$ cat config.mk
export PLATFORM = sky130hd
export DESIGN_NAME = decode_ctrl_stage
export DESIGN_NICKNAME = d
export VERILOG_FILES = /design/src/rtl/decode_ctrl_stage.sv
export SDC_FILE = /design/constraint.sdc
export NUM_CORES = 1
export LEC_CHECK = 0
export ABC_CLOCK_PERIOD_IN_PS = 2000
export CAP_MARGIN = 30
export CORE_MARGIN = 2
export CORE_UTILIZATION = 42
export DETAILED_ROUTE_END_ITERATION = 16
export PLACE_DENSITY = 0.88
export SLEW_MARGIN = 15
export SYNTH_ARGS = -nofsm -noshare
export SYNTH_HDL_FRONTEND = slang
export SYNTH_SLANG_ARGS = --single-unit
$ cat constraint.sdc
create_clock -name CLK -period 2 [get_ports CLK]
set_input_delay 0.3 -clock CLK [delete_from_list [all_inputs] [get_ports CLK]]
set_output_delay 0.3 -clock CLK [all_outputs]
set_load 0.02 [all_outputs]
$ cat src/rtl/decode_ctrl_stage.sv
// decode_ctrl_stage
// Registered instruction-decode stage for the single-issue CPU.
// It sits between instruction fetch and the register file, ALU and data memory.
//
// Fetch handshake:
//   INSTR/INSTR_VALID are inputs and INSTR_READY is the output.
//   FLUSH drops the instruction offered at the same edge.
//
// Register file:
//   READREG1, READREG2 and WRITEREG are the addresses.
//   WRITEENABLE is the write strobe.
//
// ALU controls:
//   IMMEDIATE, ALUOP, MUX_2C and MUX_IM.
//
// Write-back mux:
//   SEL_MUX_WRITE selects the write-back source.
//
// Control flow:
//   BRANCH, BRANCH_NE and JUMP.
//
// Data memory:
//   READ and WRITE are the commands.
//   BUSYWAIT is the stall input.
//
// Status:
//   OUT_VALID marks live decoded outputs.
//   ILLEGAL flags an unknown opcode.
//   RETIRED counts completed instructions.
//
// RESET is synchronous and active-high.
module decode_ctrl_stage #(
  parameter int REG_ADDR_W = 3,
  parameter int IMM_W      = 8,
  parameter int CNT_W      = 16
) (
  input  logic                  CLK,
  input  logic                  RESET,
  input  logic [31:0]           INSTR,
  input  logic                  INSTR_VALID,
  output logic                  INSTR_READY,
  input  logic                  FLUSH,
  input  logic                  BUSYWAIT,
  output logic [REG_ADDR_W-1:0] READREG1,
  output logic [REG_ADDR_W-1:0] READREG2,
  output logic [REG_ADDR_W-1:0] WRITEREG,
  output logic [IMM_W-1:0]      IMMEDIATE,
  output logic [3:0]            ALUOP,
  output logic                  MUX_2C,
  output logic                  MUX_IM,
  output logic                  SEL_MUX_WRITE,
  output logic                  BRANCH,
  output logic                  BRANCH_NE,
  output logic                  JUMP,
  output logic                  WRITEENABLE,
  output logic                  READ,
  output logic                  WRITE,
  output logic                  OUT_VALID,
  output logic                  ILLEGAL,
  output logic [CNT_W-1:0]      RETIRED
);

  typedef enum logic [1:0] {IDLE, EXEC, MEM} state_t;

  typedef struct packed {
    logic [3:0] aluop;
    logic       mux_2c;
    logic       mux_im;
    logic       sel_mux_write;
    logic       branch;
    logic       branch_ne;
    logic       jump;
    logic       we;
    logic       rd;
    logic       wr;
    logic       illegal;
  } ctrl_t;

  // Opcode table; defaults are register operand 2 and ALU write-back.
  function automatic ctrl_t decode(input logic [7:0] op);
    ctrl_t c;
    c               = '0;
    c.mux_im        = 1'b1;
    c.sel_mux_write = 1'b1;
    case (op)
      8'h00: begin c.mux_im = 1'b0; c.we = 1'b1; end
      8'h01: c.we = 1'b1;
      8'h02: begin c.aluop = 4'd1; c.we = 1'b1; end
      8'h03: begin c.aluop = 4'd1; c.mux_2c = 1'b1; c.we = 1'b1; end
      8'h04: begin c.aluop = 4'd2; c.we = 1'b1; end
      8'h05: begin c.aluop = 4'd3; c.we = 1'b1; end
      8'h06: c.jump = 1'b1;
      8'h07: begin c.branch = 1'b1; c.aluop = 4'd1; c.mux_2c = 1'b1; end
      8'h08: begin c.rd = 1'b1; c.sel_mux_write = 1'b0; c.we = 1'b1; end
      8'h09: begin
        c.rd = 1'b1; c.sel_mux_write = 1'b0; c.we = 1'b1; c.mux_im = 1'b0;
      end
      8'h0A: c.wr = 1'b1;
      8'h0B: begin c.wr = 1'b1; c.mux_im = 1'b0; end
      8'h0C: begin c.branch_ne = 1'b1; c.aluop = 4'd1; c.mux_2c = 1'b1; end
      8'h0D: begin c.aluop = 4'd4; c.mux_im = 1'b0; c.we = 1'b1; end
      8'h0E: begin c.aluop = 4'd5; c.mux_im = 1'b0; c.we = 1'b1; end
      8'h0F: begin c.aluop = 4'd6; c.mux_im = 1'b0; c.we = 1'b1; end
      8'h10: begin c.aluop = 4'd7; c.mux_im = 1'b0; c.we = 1'b1; end
      8'h11: begin c.aluop = 4'd8; c.we = 1'b1; end
      default: c.illegal = 1'b1;
    endcase
    return c;
  endfunction

  state_t state;
  ctrl_t  ctrl_r;
  ctrl_t  dec;
  logic   stall;
  logic   accept;
  logic   retire;
  logic   unused_instr;

  // Only the low REG_ADDR_W bits of each byte field are significant.
  assign unused_instr = ^INSTR;

  always_comb begin
    dec         = decode(INSTR[31:24]);
    stall       = (state == MEM) && BUSYWAIT;
    INSTR_READY = !RESET && !stall;
    accept      = INSTR_VALID && INSTR_READY && !FLUSH;
    retire      = (state == EXEC) || ((state == MEM) && !BUSYWAIT);
    // A load writes back only in its final, non-stalled MEM cycle.
    WRITEENABLE = OUT_VALID && ctrl_r.we && !stall;
  end

  assign ALUOP         = ctrl_r.aluop;
  assign MUX_2C        = ctrl_r.mux_2c;
  assign MUX_IM        = ctrl_r.mux_im;
  assign SEL_MUX_WRITE = ctrl_r.sel_mux_write;
  assign BRANCH        = ctrl_r.branch;
  assign BRANCH_NE     = ctrl_r.branch_ne;
  assign JUMP          = ctrl_r.jump;
  assign READ          = ctrl_r.rd;
  assign WRITE         = ctrl_r.wr;
  assign ILLEGAL       = ctrl_r.illegal;

  always_ff @(posedge CLK) begin
    if (RESET) begin
      state     <= IDLE;
      ctrl_r    <= '0;
      OUT_VALID <= 1'b0;
      READREG1  <= '0;
      READREG2  <= '0;
      WRITEREG  <= '0;
      IMMEDIATE <= '0;
      RETIRED   <= '0;
    end else begin
      if (retire) RETIRED <= RETIRED + CNT_W'(1);
      // A stalled memory op holds everything; FLUSH cannot cancel it.
      if (!stall) begin
        if (accept) begin
          state     <= (dec.rd || dec.wr) ? MEM : EXEC;
          ctrl_r    <= dec;
          OUT_VALID <= 1'b1;
          READREG1  <= INSTR[8 +: REG_ADDR_W];
          READREG2  <= INSTR[0 +: REG_ADDR_W];
          WRITEREG  <= INSTR[16 +: REG_ADDR_W];
          IMMEDIATE <= INSTR[IMM_W-1:0];
        end else begin
          state     <= IDLE;
          ctrl_r    <= '0;
          OUT_VALID <= 1'b0;
          READREG1  <= '0;
          READREG2  <= '0;
          WRITEREG  <= '0;
          IMMEDIATE <= '0;
        end
      end
    end
  end

endmodule
==> results_dict.tcl, run 1 <==
set metrics [dict create \
    hold_violations 0 \
    setup_viol 0 \
    drt_iter0_drc 59 \
    nFillCells 385 \
    post-route-util_pct 62.9 \
    yosysSeqAreaShare_pct 46.9 \
    synthTopCellsByArea "dfxtp_1 (47%), a22o_1 (8.7%), o21ai_0 (4.0%)" \
    timing.fmax_ghz 0.529 \
    worstMarginPinSlew_ns 0.454 \
    cts_buffers 5 \
    finalCriticalPeriod_ns 1.89 \
    ff2ff_setup_slack_ns 0.33 \
    ir_worst_vdd_mv 0.323 \
    cts_hold_buf 0 \
    yosysTopAreaCellShare_pct 46.9 \
    rr_worst_depth 4 \
    cp_slowest_cell "clkdlybuf4s50_1" \
    ys_types 41 \
    grtUsageTotal_pct 18.8 \
    cp.required_ns 1.70 \
    fin_crit_sh_pct 94.6 \
    ys_top_cells_by_count "dfxtp_1 (47), a22o_1 (20), o21ai_0 (16)" \
    path_delay_family "buffers and inverters" \
    cap_violations 0 \
    reg2reg_from "RETIRED[2]" \
    synthFlopType "dfxtp_1" \
    synth.most_common_cell "dfxtp_1" \
    rsz0062_at_grt "no" \
    htreeDepth 2 \
    hold_path_end "ctrl_r[3]" \
    grt_pass1_wl_mm 7.84 \
    reg2reg_to "RETIRED[13]" \
    dpl.hpwl_mm 3.46 \
    worst-path-buf-inv 2 \
    placed_cells 331 \
    finalMaxSlewViolations 0 \
    fin_skew_ns 0.00565 \
    stdcell_count 339 \
    path_class "input pin to output port" \
    dr_total_vias 1831 \
    ant_nets 0 \
    cp-start-kind "input pin" \
    place_area_um2 2840 \
    port_buffers 75 \
    worst-path-max-fanout 3 \
    post_cts_buffers 0 \
    crit_arrival_ns 1.59 \
    final_area_um2 2930 \
    status "completed" \
    netlist_instances 209 \
    drive_above_1_share_pct 10.2 \
    end_kind "output port" \
    gp_congestion 0.935 \
    cts-root-buf "clkbuf_8" \
    dr.pass1.iters 4 \
    hp-class "register to register" \
    die_w_um 73.1 \
    wl_per_cell_um 14.1 \
    p_leak_nw 1.07 \
    dieArea_um2 5340 \
    yosysWarningCount 0 \
    fp-row-count 25 \
    grt.overflow.total 0 \
    hold_start "ctrl_r[3]" \
    syn_area_um2 2010 \
    cp_slowest_stage_delay_ns 0.57 \
    die_h_um 73.1 \
    initial_core_util_pct 43.0 \
    maxSlewHeadroom_pct 69.6 \
    core-area_um2 4660 \
    grt_pass1_vias 1712 \
    path_cells "clkdlybuf4s50_1 -> nand3b_1 -> and3_1 -> dlygate4sd2_1" \
    nets 322 \
    ios 86 \
    antenna_found_initial 0 \
    power_density_nw_per_um2 602 \
    cts_sinks 47 \
    clkTransAtPathRegs_ns 0.08 \
    yosysTopAreaCell "dfxtp_1" \
    ys_ff_latch 47 \
    syn2layout_area_growth_pct 46.2 \
    insertion_delay_ns 0.30 \
    avgSynthCellArea_um2 9.60 \
    synth-edff-count 0 \
    synthArstFlopShare_pct 0 \
    whs_path_depth 2 \
    post-route-drc-count 0 \
    cts_tree "done" \
    clock_path_buffers 2 \
    wl_mm 4.77 \
    viasPerCell 5.40 \
    grt_max_degree 25 \
    antenna_cells 0 \
    syn_nets 247 \
]
==> final cells by class <==
cell class | count | area [um^2] | area share (%)
clock buffer | 8 | 100 | 3.41
inverter | 2 | 7.51 | 0.256
multi-input combinational | 141 | 966 | 32.9
sequential | 47 | 941 | 32.1
tap | 54 | 67.6 | 2.30
timing repair buffer | 87 | 851 | 29.0
==> worst max path at each step <==
| stage | cells past startpoint | slack (ns) | endpoint | from |
|---|---|---|---|---|
| floorplan | 4 | 0.32 | RETIRED[15] | RETIRED[2] |
| global placement | 4 | -0.09 | WRITEENABLE | BUSYWAIT |
| detailed placement | 4 | -0.11 | WRITEENABLE | BUSYWAIT |
| CTS | 4 | 0.11 | WRITEENABLE | BUSYWAIT |
| global route | 4 | 0.02 | WRITEENABLE | BUSYWAIT |
| finish | 4 | 0.11 | WRITEENABLE | BUSYWAIT |
==> power breakdown <==
group | internal [mW] | leakage, nW | switching (mW)
combinational | 0.0992 | 0.635 | 0.0823
clock | 0.316 | 0.0515 | 0.310
sequential | 0.949 | 0.381 | 0.00937
total | 1.36 | 1.07 | 0.402
==> registers in the layout (all words and copies together), names as in the netlist <==
signal,flops
READREG2,2
BRANCH,1
ctrl_r,1
WRITE,1
MUX_IM,1
MUX_2C,1
READ,1
OUT_VALID,1
RETIRED,16
ALUOP,4
WRITEREG,3
state,2
SEL_MUX_WRITE,1
IMMEDIATE,6
ILLEGAL,1
BRANCH_NE,1
READREG1,3
JUMP,1
==> metal layers <==
metal  vias to the layer above  part of all wire [%]  track usage (%)
met5                         -                     0                0
met4                         0                   1.3             6.58
met3                         7                   7.5             7.32
met2                        61                    47             29.5
met1                       850                    45             23.5
li1                        913                     -                -
==> worst register-to-register path: cells and delay by family (launching register included) <==
kind / cells / cell delay (ns)
flops: 1 / 0.43
compound gates: 2 / 0.35
simple gates: 2 / 0.83
==> cells by family (layout without fill, tap and decap cells) <==
kind of cell,after synthesis,after routing,share of synthesized area [%]
DFF,47,47,46.9
AOI/OAI and AO/OA,60,60,22.1
muxes,2,2,0.998
xor gates and xnor gates,9,9,3.93
adders and majority gates,1,1,0.624
and+or+nand+nor,69,69,20.1
buffers and inverters,21,97,5.30
==> timing repair <==
item,CTS,global route
setup endpoints to repair,2,0
endpoints found under the hold margin,0,0
resized for setup,2,0
==> through the flow <==
stage          total power [mW]  hold slack, ns  worst slack, ns  setup TNS (ns)
5_1_grt                    1.84           0.471           0.0249               0
6_report                   1.77           0.456            0.108               0
2_1_floorplan              1.06           0.415            0.322               0
3_3_place_gp               1.16           0.428          -0.0910          -0.167
3_5_place_dp               1.16           0.441           -0.113          -0.281
4_1_cts                    1.79           0.456            0.107               0
==> cells in the final DEF, fill, tap and decap left out, types with 3 or more instances in the layout <==
cell type         n
o21ai_0          16
nand2b_1          5
nand4_1           4
a32o_1            3
a21oi_1           9
a22o_1           20
clkbuf_8          7
or3_2             3
clkdlybuf4s50_1  73
nand3_1           4
nand2_1          12
xor2_1            9
buf_4            11
nor3_1            3
nor2_1           14
or3_1             4
o211ai_1          4
dfxtp_1          47
No activity file was read; power rests on OpenSTA's default activity.
==> run 2, diff against run 1 <==
--- a/config.mk
+++ b/config.mk
@@ -9,9 +9,10 @@
 export CAP_MARGIN = 30
 export CORE_MARGIN = 2
 export CORE_UTILIZATION = 42
+export CTS_CLUSTER_SIZE = 30
 export DETAILED_ROUTE_END_ITERATION = 16
 export PLACE_DENSITY = 0.88
-export SLEW_MARGIN = 15
+export SLEW_MARGIN = 25
 export SYNTH_ARGS = -nofsm -noshare
 export SYNTH_HDL_FRONTEND = slang
 export SYNTH_SLANG_ARGS = --single-unit
==> results of run 2 <==
Final layout, timing and power as in run 1 (identical DEF).
